[src/rtl/light_pkg.sv]
// Shared time-of-day and debouncer definitions for the light-controller stimulus block.
// Window bounds live here so the controller and this source agree on the active hours.
package light_pkg;

  localparam int SEC_MAX  = 59;
  localparam int MIN_MAX  = 59;
  localparam int HOUR_MAX = 23;
  localparam int HOUR_W   = 5;
  localparam int MIN_W    = 6;
  localparam int SEC_W    = 6;

  localparam int WIN_START_HOUR = 20;
  localparam int WIN_END_HOUR   = 23;

  typedef enum logic [1:0] {
    IDLE      = 2'd0,
    PRESS_CHK = 2'd1,
    HELD      = 2'd2,
    REL_CHK   = 2'd3
  } dbc_state_e;

  typedef struct packed {
    logic [HOUR_W-1:0] hour;
    logic [MIN_W-1:0]  minute;
    logic [SEC_W-1:0]  second;
  } tod_t;

  // Full 5-bit compare: a 4-bit window would alias hours 4..7 onto 20..23.
  function automatic logic hour_in_window(logic [HOUR_W-1:0] h,
                                          logic [HOUR_W-1:0] lo,
                                          logic [HOUR_W-1:0] hi);
    return (h >= lo) && (h <= hi);
  endfunction

endpackage

[src/rtl/light_time_source_if.sv]
// Board-side bundle: raw button and hour-load request in, time of day and button events out.
// No handshake back-pressure; every output is a registered level or one-cycle pulse.
interface light_time_source_if;
  import light_pkg::*;

  logic              btn_raw;
  logic              set_valid;
  logic [HOUR_W-1:0] set_hour;
  logic [HOUR_W-1:0] hour;
  logic [MIN_W-1:0]  minute;
  logic [SEC_W-1:0]  second;
  logic              sec_tick;
  logic              in_window;
  logic              btn_pulse;
  logic              btn_level;
  logic              set_err;

  modport master (
    output btn_raw, set_valid, set_hour,
    input  hour, minute, second, sec_tick, in_window, btn_pulse, btn_level, set_err
  );

  modport slave (
    input  btn_raw, set_valid, set_hour,
    output hour, minute, second, sec_tick, in_window, btn_pulse, btn_level, set_err
  );

endinterface

[src/rtl/btn_debounce.sv]
// Pushbutton synchronizer plus press/release debouncer; pulse lands 2 + DEBOUNCE_TICKS cycles after a stable press.
// No back-pressure: emits one registered pulse per accepted press and never auto-repeats.
module btn_debounce
  import light_pkg::*;
#(
  parameter int DEBOUNCE_TICKS = 20
) (
  input  logic clk,
  input  logic rst_n,
  input  logic btn_raw_i,
  output logic btn_level_o,
  output logic btn_pulse_o
);

  localparam int CW = (DEBOUNCE_TICKS > 1) ? $clog2(DEBOUNCE_TICKS + 1) : 1;
  localparam logic [CW-1:0] CNT_LAST = (DEBOUNCE_TICKS >= 2) ? CW'(DEBOUNCE_TICKS - 2) : '0;

  localparam logic [1:0] S_IDLE  = IDLE;
  localparam logic [1:0] S_PRESS = PRESS_CHK;
  localparam logic [1:0] S_HELD  = HELD;
  localparam logic [1:0] S_REL   = REL_CHK;

  logic          sync1_q, sync_q;
  logic [1:0]    state_q, state_d;
  logic [CW-1:0] cnt_q, cnt_d;
  logic          level_q, level_d;
  logic          pulse_q, pulse_d;
  logic          done;

  // The sample that moves the FSM out of IDLE/HELD is the first stable one, so the
  // counter holds "extra" samples and the run completes when it reaches D-2.
  assign done = (cnt_q >= CNT_LAST);

  always_comb begin
    state_d = state_q;
    cnt_d   = cnt_q;
    level_d = level_q;
    pulse_d = 1'b0;
    case (state_q)
      S_IDLE: begin
        if (sync_q) begin
          state_d = S_PRESS;
          cnt_d   = '0;
        end
      end
      S_PRESS: begin
        if (!sync_q) begin
          state_d = S_IDLE;
        end else if (done) begin
          state_d = S_HELD;
          level_d = 1'b1;
          pulse_d = 1'b1;
        end else begin
          cnt_d = cnt_q + 1'b1;
        end
      end
      S_HELD: begin
        if (!sync_q) begin
          state_d = S_REL;
          cnt_d   = '0;
        end
      end
      S_REL: begin
        if (sync_q) begin
          state_d = S_HELD;
        end else if (done) begin
          state_d = S_IDLE;
          level_d = 1'b0;
        end else begin
          cnt_d = cnt_q + 1'b1;
        end
      end
      default: state_d = S_IDLE;
    endcase
  end

  always_ff @(posedge clk or negedge rst_n) begin
    if (!rst_n) begin
      sync1_q <= 1'b0;
      sync_q  <= 1'b0;
      state_q <= S_IDLE;
      cnt_q   <= '0;
      level_q <= 1'b0;
      pulse_q <= 1'b0;
    end else begin
      sync1_q <= btn_raw_i;
      sync_q  <= sync1_q;
      state_q <= state_d;
      cnt_q   <= cnt_d;
      level_q <= level_d;
      pulse_q <= pulse_d;
    end
  end

  assign btn_level_o = level_q;
  assign btn_pulse_o = pulse_q;

endmodule

[src/rtl/light_time_source.sv]
// Time-of-day counter with hour load and night-window flag, plus debounced mode button.
// Outputs are registered one cycle after the causing edge; there is no back-pressure.
module light_time_source
  import light_pkg::*;
#(
  parameter int TICKS_PER_SEC  = 1000,
  parameter int DEBOUNCE_TICKS = 20,
  parameter int START_HOUR     = WIN_START_HOUR,
  parameter int END_HOUR       = WIN_END_HOUR
) (
  input logic               clk,
  input logic               rst_n,
  light_time_source_if.slave bus
);

  localparam int PW = (TICKS_PER_SEC > 1) ? $clog2(TICKS_PER_SEC) : 1;
  localparam logic [PW-1:0]     PRESC_LAST = PW'(TICKS_PER_SEC - 1);
  localparam logic [HOUR_W-1:0] START_H    = HOUR_W'(START_HOUR);
  localparam logic [HOUR_W-1:0] END_H      = HOUR_W'(END_HOUR);
  localparam logic [HOUR_W-1:0] HOUR_LAST  = HOUR_W'(HOUR_MAX);
  localparam logic [MIN_W-1:0]  MIN_LAST   = MIN_W'(MIN_MAX);
  localparam logic [SEC_W-1:0]  SEC_LAST   = SEC_W'(SEC_MAX);

  logic [PW-1:0] presc_q, presc_d;
  tod_t          tod_q, tod_d;
  logic          sec_tick_q, sec_tick_d;
  logic          in_window_q, in_window_d;
  logic          set_err_q, set_err_d;
  logic          wrap, load_ok, load_bad;

  assign wrap     = (presc_q == PRESC_LAST);
  assign load_ok  = bus.set_valid && (bus.set_hour <= HOUR_LAST);
  assign load_bad = bus.set_valid && (bus.set_hour > HOUR_LAST);

  always_comb begin
    presc_d = wrap ? '0 : presc_q + 1'b1;
    tod_d   = tod_q;
    if (wrap) begin
      if (tod_q.second == SEC_LAST) begin
        tod_d.second = '0;
        if (tod_q.minute == MIN_LAST) begin
          tod_d.minute = '0;
          tod_d.hour   = (tod_q.hour == HOUR_LAST) ? '0 : tod_q.hour + 1'b1;
        end else begin
          tod_d.minute = tod_q.minute + 1'b1;
        end
      end else begin
        tod_d.second = tod_q.second + 1'b1;
      end
    end
    // A legal load overrides whatever the rollover would have produced.
    if (load_ok) begin
      presc_d      = '0;
      tod_d.hour   = bus.set_hour;
      tod_d.minute = '0;
      tod_d.second = '0;
    end
    sec_tick_d  = wrap && !load_ok;
    set_err_d   = load_bad;
    in_window_d = hour_in_window(tod_d.hour, START_H, END_H);
  end

  always_ff @(posedge clk or negedge rst_n) begin
    if (!rst_n) begin
      presc_q     <= '0;
      tod_q       <= '0;
      sec_tick_q  <= 1'b0;
      in_window_q <= 1'b0;
      set_err_q   <= 1'b0;
    end else begin
      presc_q     <= presc_d;
      tod_q       <= tod_d;
      sec_tick_q  <= sec_tick_d;
      in_window_q <= in_window_d;
      set_err_q   <= set_err_d;
    end
  end

  assign bus.hour      = tod_q.hour;
  assign bus.minute    = tod_q.minute;
  assign bus.second    = tod_q.second;
  assign bus.sec_tick  = sec_tick_q;
  assign bus.in_window = in_window_q;
  assign bus.set_err   = set_err_q;

  btn_debounce #(
    .DEBOUNCE_TICKS(DEBOUNCE_TICKS)
  ) u_btn_debounce (
    .clk        (clk),
    .rst_n      (rst_n),
    .btn_raw_i  (bus.btn_raw),
    .btn_level_o(bus.btn_level),
    .btn_pulse_o(bus.btn_pulse)
  );

endmodule
[src/flat_wrapper.sv]
// flat-port wrapper written by rule: the top's interface ports become plain ports
module light_time_source_flat import light_pkg::*;
#(
  parameter int TICKS_PER_SEC  = 1000,
  parameter int DEBOUNCE_TICKS = 20,
  parameter int START_HOUR     = WIN_START_HOUR,
  parameter int END_HOUR       = WIN_END_HOUR
)
  (clk, rst_n, bus_btn_raw, bus_set_valid, bus_set_hour, bus_hour, bus_minute, bus_second, bus_sec_tick, bus_in_window, bus_btn_pulse, bus_btn_level, bus_set_err);
  light_time_source_if bus_i ();
  input logic clk;
  input logic rst_n;
  input wire logic [$bits(bus_i.btn_raw)-1:0] bus_btn_raw;
  input wire logic [$bits(bus_i.set_valid)-1:0] bus_set_valid;
  input wire logic [$bits(bus_i.set_hour)-1:0] bus_set_hour;
  output wire logic [$bits(bus_i.hour)-1:0] bus_hour;
  output wire logic [$bits(bus_i.minute)-1:0] bus_minute;
  output wire logic [$bits(bus_i.second)-1:0] bus_second;
  output wire logic [$bits(bus_i.sec_tick)-1:0] bus_sec_tick;
  output wire logic [$bits(bus_i.in_window)-1:0] bus_in_window;
  output wire logic [$bits(bus_i.btn_pulse)-1:0] bus_btn_pulse;
  output wire logic [$bits(bus_i.btn_level)-1:0] bus_btn_level;
  output wire logic [$bits(bus_i.set_err)-1:0] bus_set_err;
  assign bus_i.btn_raw = bus_btn_raw;
  assign bus_i.set_valid = bus_set_valid;
  assign bus_i.set_hour = bus_set_hour;
  assign bus_hour = bus_i.hour;
  assign bus_minute = bus_i.minute;
  assign bus_second = bus_i.second;
  assign bus_sec_tick = bus_i.sec_tick;
  assign bus_in_window = bus_i.in_window;
  assign bus_btn_pulse = bus_i.btn_pulse;
  assign bus_btn_level = bus_i.btn_level;
  assign bus_set_err = bus_i.set_err;
  light_time_source #(.TICKS_PER_SEC(TICKS_PER_SEC), .DEBOUNCE_TICKS(DEBOUNCE_TICKS), .START_HOUR(START_HOUR), .END_HOUR(END_HOUR)) u_core (.clk(clk), .rst_n(rst_n), .bus(bus_i));
endmodule
[config.mk]
export PLATFORM = sky130hd
export DESIGN_NAME = light_time_source_flat
export DESIGN_NICKNAME = d
export VERILOG_FILES = /design/src/rtl/light_pkg.sv /design/src/rtl/light_time_source_if.sv /design/src/rtl/btn_debounce.sv /design/src/rtl/light_time_source.sv /design/src/flat_wrapper.sv
export SDC_FILE = /design/constraint.sdc
export NUM_CORES = 1
export LEC_CHECK = 0
export BUFFER_PORTS_ARGS = -buffer_cell sky130_fd_sc_hd__buf_2
export CAP_MARGIN = 20
export CORE_UTILIZATION = 27
export DETAILED_ROUTE_END_ITERATION = 8
export HOLD_SLACK_MARGIN = 0.15
export PLACE_DENSITY = 0.53
export SYNTH_ARGS = -nofsm -noshare
export SYNTH_HDL_FRONTEND = slang
export SYNTH_SLANG_ARGS = --single-unit
[constraint.sdc]
create_clock -name clk -period 3.2 [get_ports clk]
set_input_delay 0.16 -clock clk [delete_from_list [all_inputs] [get_ports clk]]
set_output_delay 0.16 -clock clk [all_outputs]
set_load 0.02 [all_outputs]
Yosys cells after proc, flatten, opt, wreduce, memory -nomap -nowiden
Cells that the tools add are included.

Word-level logic and storage cells: 81. Flip-flop bits (word level): 41. Output and inout port bits: 22. Input bits: 9.

Add/subtract/negate cells: 5. Equality and inequality tests: 15. Muxes and demuxes: 30. Reductions and logical operators: 13. $lt $le $gt $ge: 5.

Operators with widths (number): $mux W5 (7); $mux W17 (2); $mux W10 (2); $pmux W5 S4 (1); $add A6 B1 Y6 const B (2); $eq A6 B6 Y1 const B (2); $mux W2 (6); $mux W6 (2); $ne A2 B2 Y1 const B (6); $mux W11 (1); $add A10 B1 Y10 const B (1); $add A5 B1 Y5 const B (2); $eq A10 B10 Y1 const B (1); $ge A5 B5 Y1 const B (2); $le A5 B5 Y1 const B (2); $pmux W2 S4 (1); $reduce_and A4 Y1 (2); $mux W1 (7); $ne A3 B3 Y1 const B (2); $reduce_bool A2 Y1 (3); $eq A5 B5 Y1 const B (1); $gt A5 B5 Y1 const B (1); $reduce_and A5 Y1 (1); $eq A2 B2 Y1 const B (2); 6 further kinds (9).

Longest topological paths before layout
Gate-level depths: netlist of the first run.

Word-level depth: 8. Mapped depth: 8.

Hierarchy
A second synthesis of the first run with hierarchy kept.

Cell total of the unflattened synthesis: 200. Area total of the unflattened synthesis: 2073.2 µm².

Modules (own cells, without submodules): light_time_source (cells each 155, seq. area each 750.7 µm², area an instance 1541.5 µm², times used 1); btn_debounce (cells each 45, seq. area each 275.3 µm², area an instance 531.8 µm², times used 1).

Least setup slack after synthesis of the first run
No wires, ideal clock.

Path kind: register to register. Start: reg u_core.presc_q[0]. End: reg u_core.tod_q, in the netlist u_core.bus.minute[3]. Clock period less this slack: 2.026 ns. Setup time: 0.092 ns. Slack: 1.174 ns. Cell stages (with the launch flop): 7. Arrival time: 1.934 ns. Buffers on the path: 1. Path through: dfrtp_1 > ha_1 > nand4b_2 > or4_1 > buf_2 > or3_4 > o31ai_2.

Longest elaborated chain between the ends: 3.

Ends and longest elaborated chain: start: declaration (line light_time_source.sv:24) `logic [PW-1:0] presc_q, presc_d;`; start signal: assignment (line light_time_source.sv:71) `presc_q <= presc_d;`; $eq A10 B10 Y1 (line light_time_source.sv:31) `assign wrap = (presc_q == PRESC_LAST);`; $reduce_bool A2 Y1 (no source line); $reduce_and A2 Y1 (no source line); end signal: assignment (line light_time_source.sv:72) `tod_q <= tod_d;`; end: declaration (line light_time_source.sv:25) `tod_t tod_q, tod_d;`.

No other way between the ends. A chain may end at the register's enable or synchronous reset.

==> flow_summary.yaml, run 1 <==
run_status:
  status: "completed"
layout:
  fin_cells: 346
  final_common_cell: "dfrtp_1"
  drive_gt1_share_pct: 18.6
  multi_input_area_um2: 943
  syn2layout_area_growth_pct: 22.8
  n_antenna_cell: 0
  mostFrequentLayoutCells: "41 x dfrtp_1, 30 x buf_2, 24 x nand2_1, 22 x nor2_1, 13 x nand3_1"
  regArea_mm2: 0.00103
  num-nets-final: 261
  num-fill-cells: 753
global_route:
  grt.total_usage_pct: 12.2
  grt_pass1_vias: 1569
  antenna_found_initial: 0
  overflow: 0
  grt_pass1_wl_um: 7320
  grt_max_degree: 42
critical_path:
  r2r_start: "u_core.bus.second[0]"
  critical_path_peak_fanout: 7
  cp_num_buf_inv: 1
  crit_arrival_ps: 2730
  critical-path-max-stage-delay_ps: 550
  cp-endpoint: "u_core.bus.hour[3]"
  r2r_slack_ps: 650
  reg2reg_to: "u_core.bus.hour[3]"
  required_ps: 3370
  critical_path_class: "flip-flop to flip-flop"
  end_kind: "flip-flop"
  critPathLaunch: "u_core.bus.second[0]"
  path_delay_family: "simple AND/OR/NAND/NOR gates"
  crit_chain: "ha_1, nand2_1, nor3_1, nand4_1, mux2i_1, o21bai_1, dlygate4sd3_1"
  worst_r2r_path_depth: 7
  worst-path-stages: 7
  crit_slowest_cell: "nor3_1"
  start_kind: "flip-flop"
hold_path:
  whs_path_depth: 2
  hold_class: "input pin to flip-flop"
clock_network:
  cts_buffers: 5
  cts_tree: "yes"
  clock_latency_ps: 290
  cts-resized-gates: 0
  clk_pin_slew_ps: 80
  cts_max_level: 2
  cts_sinks: 41
  root_buffer: "clkbuf_8"
  cts_buffer_depth: 2
power:
  p_switching_mw: 0.291
  p_per_area_mw_per_mm2: 469
  p_leak_nw: 1.20
  power_mw: 1.16
  power_switching_share_pct: 25.1
  p_comb_share_pct: 12.4
  p_clk_share_pct: 36.9
  ir_drop_v: 0.000215
  power.share.sequential_pct: 50.6
  intPower_mw: 0.869
logic_synthesis:
  seq_area_frac_synth_pct: 50.9
  syn_area_mm2: 0.00202
  ys_warn_count: 0
  syn_area_per_cell_um2: 9.93
  ys_ff_latch: 41
  synth_area_leaders: "dfrtp_1 51%, nand2_1 4.5%, nor2_1 4.1%"
  yosys.cell_types.count: 44
  synth.net_count: 218
  synth_top_area_share_pct: 50.9
  syn-instance-count: 203
  synth_largest_area_cell: "dfrtp_1"
placed_design:
  hpwlAfterDp_um: 3050
  place.gp.congestion: 0.790
  port_buffers: 30
  placedCellCount: 331
drt:
  routed_wl_um: 4260
  first_pass_iters: 4
  first_iter_violations: 84
  routedWlPerCell_um: 12.3
  vias_per_cell: 4.67
  vias: 1615
  postRouteAntennaNets: 0
  drc: 0
floorplan:
  num_rows: 31
  dieArea_mm2: 0.00782
  core_mm2: 0.00725
  die_h_um: 88.4
  ios: 31
  die_w_um: 88.4
  start_util_pct: 27.8
sta:
  setup_viol: 0
  hold_viol_final: 0
  min_period_ps: 2550
  drv_slew: 0
  finalClockSkew_ps: 6.26
  worst_pin_slew_ps: 924
  fin_hold_ws_ps: 173
  relSlewSlack_pct: 38.4
  finalSetupTns_ps: 0
  clock.fmax_ghz: 0.392
  fin_crit_sh_pct: 79.8
  rsz0062_at_grt: "no"
run:
  cap_violations: 0
through the flow:
stage               util [%]  cell area [µm²]  worst slack [ps]
floorplan                  -             2020              1170
global placement        31.6             2290               900
detailed placement      31.6             2290               941
CTS                     34.1             2470               628
global route            34.1             2470               370
finish                  34.1             2470               647
cell type report:
type                            instances  area share (%)
Clock buffer                            7            3.49
Clock inverter                          1            1.21
Inverter                               10            1.52
Multi-Input combinational cell        150            38.1
Sequential cell                        41            41.5
Tap cell                               99            5.01
Timing Repair Buffer                   38            9.20
flip-flops by register name, indices dropped and copies added (netlist names), 5 cells and up, named ones only:
name	flops
u_core.bus.second	6
u_core.u_btn_debounce.cnt_q	5
u_core.bus.hour	5
u_core.presc_q	10
u_core.bus.minute	6
power groups by stage:
stage	clock, mW	combinational [mW]	sequential [mW]
after floorplan	0	0.0764	0.605
after global placement	0	0.137	0.598
after detailed placement	0	0.138	0.598
after CTS	0.449	0.147	0.588
after global routing	0.472	0.163	0.595
final	0.429	0.144	0.588
synthesized netlist by cell type:
cell type,instances
dfrtp_1,41
nand2_1,24
nor2_1,22
nand3_1,13
inv_1,10
o21ai_0,10
xor2_1,8
o21ai_1,7
ha_1,6
xnor2_1,5
and3_1,4
nor4_1,4
a21o_1,3
a22o_1,3
mux2i_1,3
nand4_1,3
nor3_1,3
o31ai_1,3
or4_1,3
a21oi_1,2
a31oi_1,2
nand2b_1,2
a2111oi_0,1
a211o_1,1
a21bo_2,1
a21boi_2,1
a41oi_1,1
and2_1,1
and4_1,1
and4b_1,1
buf_2,1
clkbuf_1,1
mux2_2,1
nand2b_4,1
nand4b_1,1
nand4b_2,1
nor2b_1,1
nor3b_1,1
o21bai_1,1
o22a_1,1
o31ai_2,1
or2_1,1
or3_2,1
or3_4,1
worst min-delay path by stage:
stage	end	slack, ps	from
floorplan	async pin	-140	rst_n
global route	u_core.bus.set_err	160	bus_set_valid
finish	u_core.bus.set_err	170	bus_set_valid
detailed placement	u_core.u_btn_debounce.sync1_q	280	bus_btn_raw
CTS	u_core.bus.set_err	150	bus_set_valid
global placement	u_core.u_btn_debounce.sync1_q	270	bus_btn_raw
kinds of logic (layout without fill, tap and decap cells):
family	Yosys count	in the layout	share of synthesized area, %
XOR/XNOR	13	13	5.65
flip-flops	41	41	50.9
multiplexers	4	4	2.05
buffers and inverters	12	56	2.30
adder cells (fa/ha/maj)	6	6	3.72
AO/OA/AOI/OAI	38	38	12.7
AND/OR/NAND/NOR	89	89	22.7
timing repair:
action	CTS	global route
setup endpoints to repair	0	0
buffers inserted	0	0
hold buffers	7	0
hold endpoints to repair	46	0
per-layer routing:
| layer | routed length (µm) | GRT usage, % |
|---|---|---|
| met1 | 2010 | 14.7 |
| met2 | 2100 | 21.2 |
| met3 | 131 | 4.29 |
| met4 | 15 | 2.20 |
| met5 | 0 | 0 |
No activity file was read; power rests on OpenSTA's default activity.
==> run 2: changes to the inputs <==
- ABC_AREA: default -> 1
- PLACE_DENSITY: 0.53 -> 0.54
- clock period: 3.2 -> 2.04 ns (I/O delays scaled with it)
==> flow_summary.yaml, run 2 <==
logic_synthesis:
  synth-adder-area-share_pct: 3.66
  ys_warn_count: 0
  synth-compound-area-share_pct: 8.72
  ys_ff_latch: 41
  synthArstFlopShare_pct: 100
  synth_top_family_by_area: "simple AND/OR/NAND/NOR gates"
  syn_area_mm2: 0.00205
  syn-instance-count: 249
  syn_area_per_cell_um2: 8.24
  synthTopCellsByCount: "48 x nand2_1, 41 x dfrtp_1, 34 x nor2_1"
  synth.mux.area_fraction_pct: 0
  yosys.area_share.simple_pct: 27.9
  synth_ff_type: "dfrtp_1"
  synth_xor_xnor_area_share_pct: 3.41
  synth_edf_count: 0
  synth.net_count: 264
  seq_area_frac_synth_pct: 50.0
  synth_area_leaders: "dfrtp_1 50%, nand2_1 8.8%, nor2_1 6.2%"
  synth_top_area_share_pct: 50.0
  yosys.cell_types.count: 22
  synth_most_common_cell: "nand2_1"
  synth_largest_area_cell: "dfrtp_1"
sta:
  finalClockSkew_ps: 8.24
  worst_pin_slew_ps: 533
  fin_crit_sh_pct: 81.7
  drv_slew: 0
  finalSetupTns_ps: 0
  relSlewSlack_pct: 64.4
  setup_viol: 0
  min_period_ps: 1670
  clock.fmax_ghz: 0.600
  rsz0062_at_grt: "no"
  hold_viol_final: 0
global_route:
  grt_util_met1_pct: 16.0
  grt_max_degree: 42
  grt.total_usage_pct: 12.5
  grt_pass1_wl_um: 7690
  grt_util_met3_pct: 3.14
  use_met2_pct: 21.0
  grt_pass1_vias: 1669
  antenna_found_initial: 0
  overflow: 0
  busiest_layer: "met2"
critical_path:
  critical-path-max-stage-delay_ps: 410
  crit_slowest_cell: "dfrtp_1"
  crit_arrival_ps: 1870
  r2r_slack_ps: 370
  end_kind: "flip-flop"
  worst_r2r_path_depth: 8
  cp_num_buf_inv: 2
  crit_chain: "ha_1, nand2_2, nor2_4, inv_2, nor2_2, nor2_1, inv_2, nor3_1"
  path_delay_family: "simple AND/OR/NAND/NOR gates"
  required_ps: 2240
  critical_path_peak_fanout: 9
  crit_top_cell: "inv_2"
  reg2reg_to: "u_core.presc_q[8]"
  critical_path_class: "flip-flop to flip-flop"
  critPathLaunch: "u_core.presc_q[0]"
  r2r_start: "u_core.presc_q[0]"
  start_kind: "flip-flop"
floorplan:
  core_mm2: 0.00729
  ios: 31
  die_w_um: 89.2
  die_h_um: 89.2
  start_util_pct: 28.1
  num_rows: 31
  dieArea_mm2: 0.00795
clock_network:
  cts_buffers: 5
  cts_sinks: 41
  clock_latency_ps: 290
  clk_pin_slew_ps: 80
  root_buffer: "clkbuf_8"
  cts_buffer_depth: 2
  cts_max_level: 2
  cts_setup_buffers: 0
  cts_tree: "yes"
power:
  power_mw: 1.70
  ir_drop_v: 0.000229
  p_leak_nw: 1.22
  p_per_area_mw_per_mm2: 674
drt:
  vias_per_cell: 4.46
  first_pass_iters: 4
  routedWlPerCell_um: 11.3
  vias: 1759
  first_iter_violations: 52
  routed_wl_um: 4450
  drc: 0
  postRouteAntennaNets: 0
hold_path:
  min_to: "u_core.bus.hour[3]"
  min_from: "bus_set_hour[3]"
  hold_class: "input pin to flip-flop"
  whs_path_depth: 5
layout:
  syn2layout_area_growth_pct: 22.8
  num-nets-final: 310
  final_util_pct: 34.6
  drive_gt1_share_pct: 17.6
  final_common_cell: "nand2_1"
  largest_reg_flops: 10
  n_antenna_cell: 0
  final_area_mm2: 0.00252
  mostFrequentLayoutCells: "48 x nand2_1, 41 x dfrtp_1, 34 x nor2_1, 30 x inv_1, 30 x buf_2"
  num-fill-cells: 810
  largest_register: "u_core.presc_q"
placed_design:
  place_area_mm2: 0.00234
  hpwlAfterDp_um: 3320
  place.gp.congestion: 0.807
  port_buffers: 30
run_status:
  status: "completed"
run:
  cap_violations: 0
run 2: cell types whose count changed after synthesis, sizes merged, moves of 4 or more:
cell | before | now
nand2 | 24 | 50
inv | 10 | 33
nor2 | 22 | 42
nand3 | 13 | 22
a21oi | 2 | 9
nor3 | 3 | 8
and3 | 4 | 0
nor4 | 4 | 0
run 2: power breakdown:
part | internal, mW | leakage, nW | switching, mW | total [mW]
clock | 0.356 | 0.0540 | 0.280 | 0.635
combinational | 0.0677 | 0.615 | 0.113 | 0.180
sequential | 0.849 | 0.550 | 0.0344 | 0.883
total | 1.27 | 1.22 | 0.427 | 1.70
run 2: worst min-delay path, cell delays in order:
cell and delay, ps:
buf_2 80, inv_1 40, nor2_1 100, nor2_1 60
inv_1 40
run 2: cell type report:
class,instances,area (µm²),share of cell area [%]
clock buffers,5,68.8,2.73
well taps,99,124,4.92
multi-input cells,174,897,35.6
inverters,33,124,4.92
clock inverters,2,35.0,1.39
repair buffers,40,245,9.73
flip-flops and latches,41,1030,40.7
run 2: worst max-delay path by stage:
| stage | to | slack, ps | cells after the start |
|---|---|---|---|
| 4_1_cts | u_core.bus.in_window | 330 | 10 |
| 3_3_place_gp | u_core.bus.in_window | 330 | 10 |
| 2_1_floorplan | u_core.bus.in_window | 430 | 10 |
| 5_1_grt | u_core.bus.in_window | 100 | 11 |
| 6_report | u_core.presc_q[8] | 370 | 8 |
| 3_5_place_dp | u_core.bus.in_window | 350 | 10 |
run 2: stage by stage:
step | hold slack (ps) | cells | setup WS (ps)
3_5_place_dp | 209 | 379 | 354
2_1_floorplan | -194 | 249 | 432
6_report | 169 | 394 | 373
5_1_grt | 189 | 394 | 96.4
3_3_place_gp | 210 | 379 | 334
4_1_cts | 167 | 394 | 334
run 2: kinds of logic after synthesis:
kind of cell,count (synthesis)
xor gates and xnor gates,8
buffers and inverters,34
DFF,41
and+or+nand+nor,127
adders and majority gates,6
AOI/OAI and AO/OA,33
run 2: repair_timing:
action                     CTS  global route
gates resized for setup      0             0
hold buffers                 8             0
hold endpoints to repair    48             0
setup endpoints to repair    0             0
run 2: routing by layer:
metal / up-vias / routed length, µm
met1: 837 / 2090
li1: 894 / -
met5: - / 0
met2: 23 / 2160
met3: 5 / 148
met4: 0 / 46
==> run 3: changes to the inputs <==
- clock period: 2.04 -> 1.5 ns (I/O delays scaled with it)
==> flow_summary.yaml, run 3 (synthesized netlist as in run 2, its figures left out) <==
run_status:
  status: "finished with violations"
  violations: "setup timing"
critical_path:
  crit_slowest_cell: "dfrtp_2"
  worst_r2r_path_depth: 11
  critical-path-max-stage-delay_ps: 400
  critical_path_class: "flip-flop to flip-flop"
  critPathLaunch: "u_core.bus.minute[1]"
  end_kind: "flip-flop"
  critical_path_peak_fanout: 4
  start_kind: "flip-flop"
  crit_chain: "ha_4, inv_2, nor2_2, nand3_2, nor2_4, nand3_1, nand2_1, nor2_1, nor2_1, nand2_1, nor2_1"
  r2r_start: "u_core.bus.minute[1]"
  crit_top_cell: "nor2_1"
  reg2reg_to: "u_core.bus.in_window"
  cp-endpoint: "u_core.bus.in_window"
  required_ps: 1730
  crit_arrival_ps: 1760
  r2r_slack_ps: -30
floorplan:
  num_rows: 31
  start_util_pct: 28.1
  die_w_um: 89.2
  ios: 31
  dieArea_mm2: 0.00795
  die_h_um: 89.2
  core_mm2: 0.00729
sta:
  fin_ws_ps: -28.3
  clock.fmax_ghz: 0.654
  fin_crit_sh_pct: 102
  drv_slew: 0
  min_period_ps: 1530
  setup_viol: 2
  finalClockSkew_ps: 7.02
  hold_viol_final: 0
  worst_pin_slew_ps: 328
  relSlewSlack_pct: 78.1
  rsz0062_at_grt: "yes"
drt:
  routed_wl_um: 5110
  postRouteAntennaNets: 0
  vias_per_cell: 4.42
  first_iter_violations: 50
  routedWlPerCell_um: 11.7
  first_pass_iters: 4
  vias: 1923
  drc: 0
clock_network:
  cts_buffer_depth: 2
  cts_buffers: 5
  cts_max_level: 2
  cts_tree: "yes"
  cts_sinks: 41
  clk_pin_slew_ps: 90
  clock_latency_ps: 300
  root_buffer: "clkbuf_8"
power:
  p_leak_nw: 1.43
  p_per_area_mw_per_mm2: 750
  p_clk_share_pct: 31.8
  power_mw: 2.28
  intPower_mw: 1.63
  p_switching_mw: 0.647
  p_comb_share_pct: 15.3
  ir_drop_v: 0.000282
  power.share.sequential_pct: 52.9
  power_switching_share_pct: 28.4
layout:
  fin_cells: 435
  final_area_mm2: 0.00304
  largest_register: "u_core.presc_q"
  num-nets-final: 350
  final_common_cell: "nand2_1"
  largest_reg_flops: 10
  n_antenna_cell: 0
  mostFrequentLayoutCells: "40 x nand2_1, 38 x buf_4, 35 x dfrtp_1, 30 x buf_2, 27 x inv_1"
  final_util_pct: 41.7
  syn2layout_area_growth_pct: 48.2
  drive_gt1_share_pct: 40.5
placed_design:
  dp_slack_ps: -81.8
  placedCellCount: 404
  place.gp.congestion: 0.779
  place_area_mm2: 0.00255
  hpwlAfterDp_um: 3480
  port_buffers: 30
global_route:
  overflow: 0
  grt_pass1_vias: 1859
  grt.total_usage_pct: 13.6
  antenna_found_initial: 0
  grt_pass1_wl_um: 8380
  grt_max_degree: 42
run:
  cap_violations: 0
hold_path:
  hold_class: "input pin to async pin"
-- run 3: changes by cell type in the layout (fill, tap and decap cells not counted), moves of 8 or more --
cell	delta
buf_4	+36
nand2_1	-8
nand3_1	-10
nand3_2	+9
nor2_1	-8
o21ai_0	-11
o21ai_1	+10
-- run 3: repair_timing --
action	4_1_cts	5_1_grt
pin swaps	6	36
setup endpoints to repair	18	31
buffers inserted	1	14
hold endpoints to repair	49	0
hold buffers	9	0
resized for setup	11	54
-- run 3: area by class of cell --
class	instances	area (µm²)
tap	99	124
multi-input combinational	174	1100
timing repair buffer	80	568
inverter	33	126
clock inverter	3	17.5
sequential	41	1030
clock buffer	5	68.8
fill	749	4250
-- run 3: worst max-delay path: cells and delay by family (launching register included) --
kind / cells / cell delay [ps]
flip-flops: 1 / 400
adder cells (fa/ha/maj): 1 / 160
AND/OR/NAND/NOR: 9 / 860
buffers and inverters: 1 / 30
-- run 3: layer usage --
metal | vias to the layer above | global-route usage, % | share of wire [%]
met5 | - | 0 | 0
met4 | 0 | 3.90 | 0.90
met3 | 6 | 3.42 | 2.9
met2 | 22 | 23.1 | 50
met1 | 923 | 17.2 | 46
li1 | 972 | - | -
-- run 3: how the worst min path moves through the flow --
stage                     slack, ps             from  depth (start not counted)                           endpoint
after global placement           70            rst_n                          2  u_core.u_btn_debounce.btn_level_o
after floorplan                -220            rst_n                          0                          async pin
after global routing            300  bus_set_hour[3]                          4                  u_core.presc_q[4]
after CTS                       280            rst_n                          3  u_core.u_btn_debounce.btn_level_o
after detailed placement         70            rst_n                          2     u_core.u_btn_debounce.cnt_q[2]
final                           290            rst_n                          3  u_core.u_btn_debounce.btn_level_o
-- run 3: per-stage QoR --
step	setup TNS [ps]	hold slack (ps)
4_1_cts	-10.1	284
6_report	-55.7	285
2_1_floorplan	0	-221
5_1_grt	-945	303
3_5_place_dp	-194	69.7
3_3_place_gp	-19.5	67.5
-- run 3: power by group through the flow --
stage	clock network, mW	logic [mW]	registers [mW]
floorplan	0	0.126	1.24
global placement	0	0.287	1.22
detailed placement	0	0.290	1.22
CTS	0.746	0.311	1.20
global route	0.794	0.395	1.21
finish	0.725	0.350	1.21
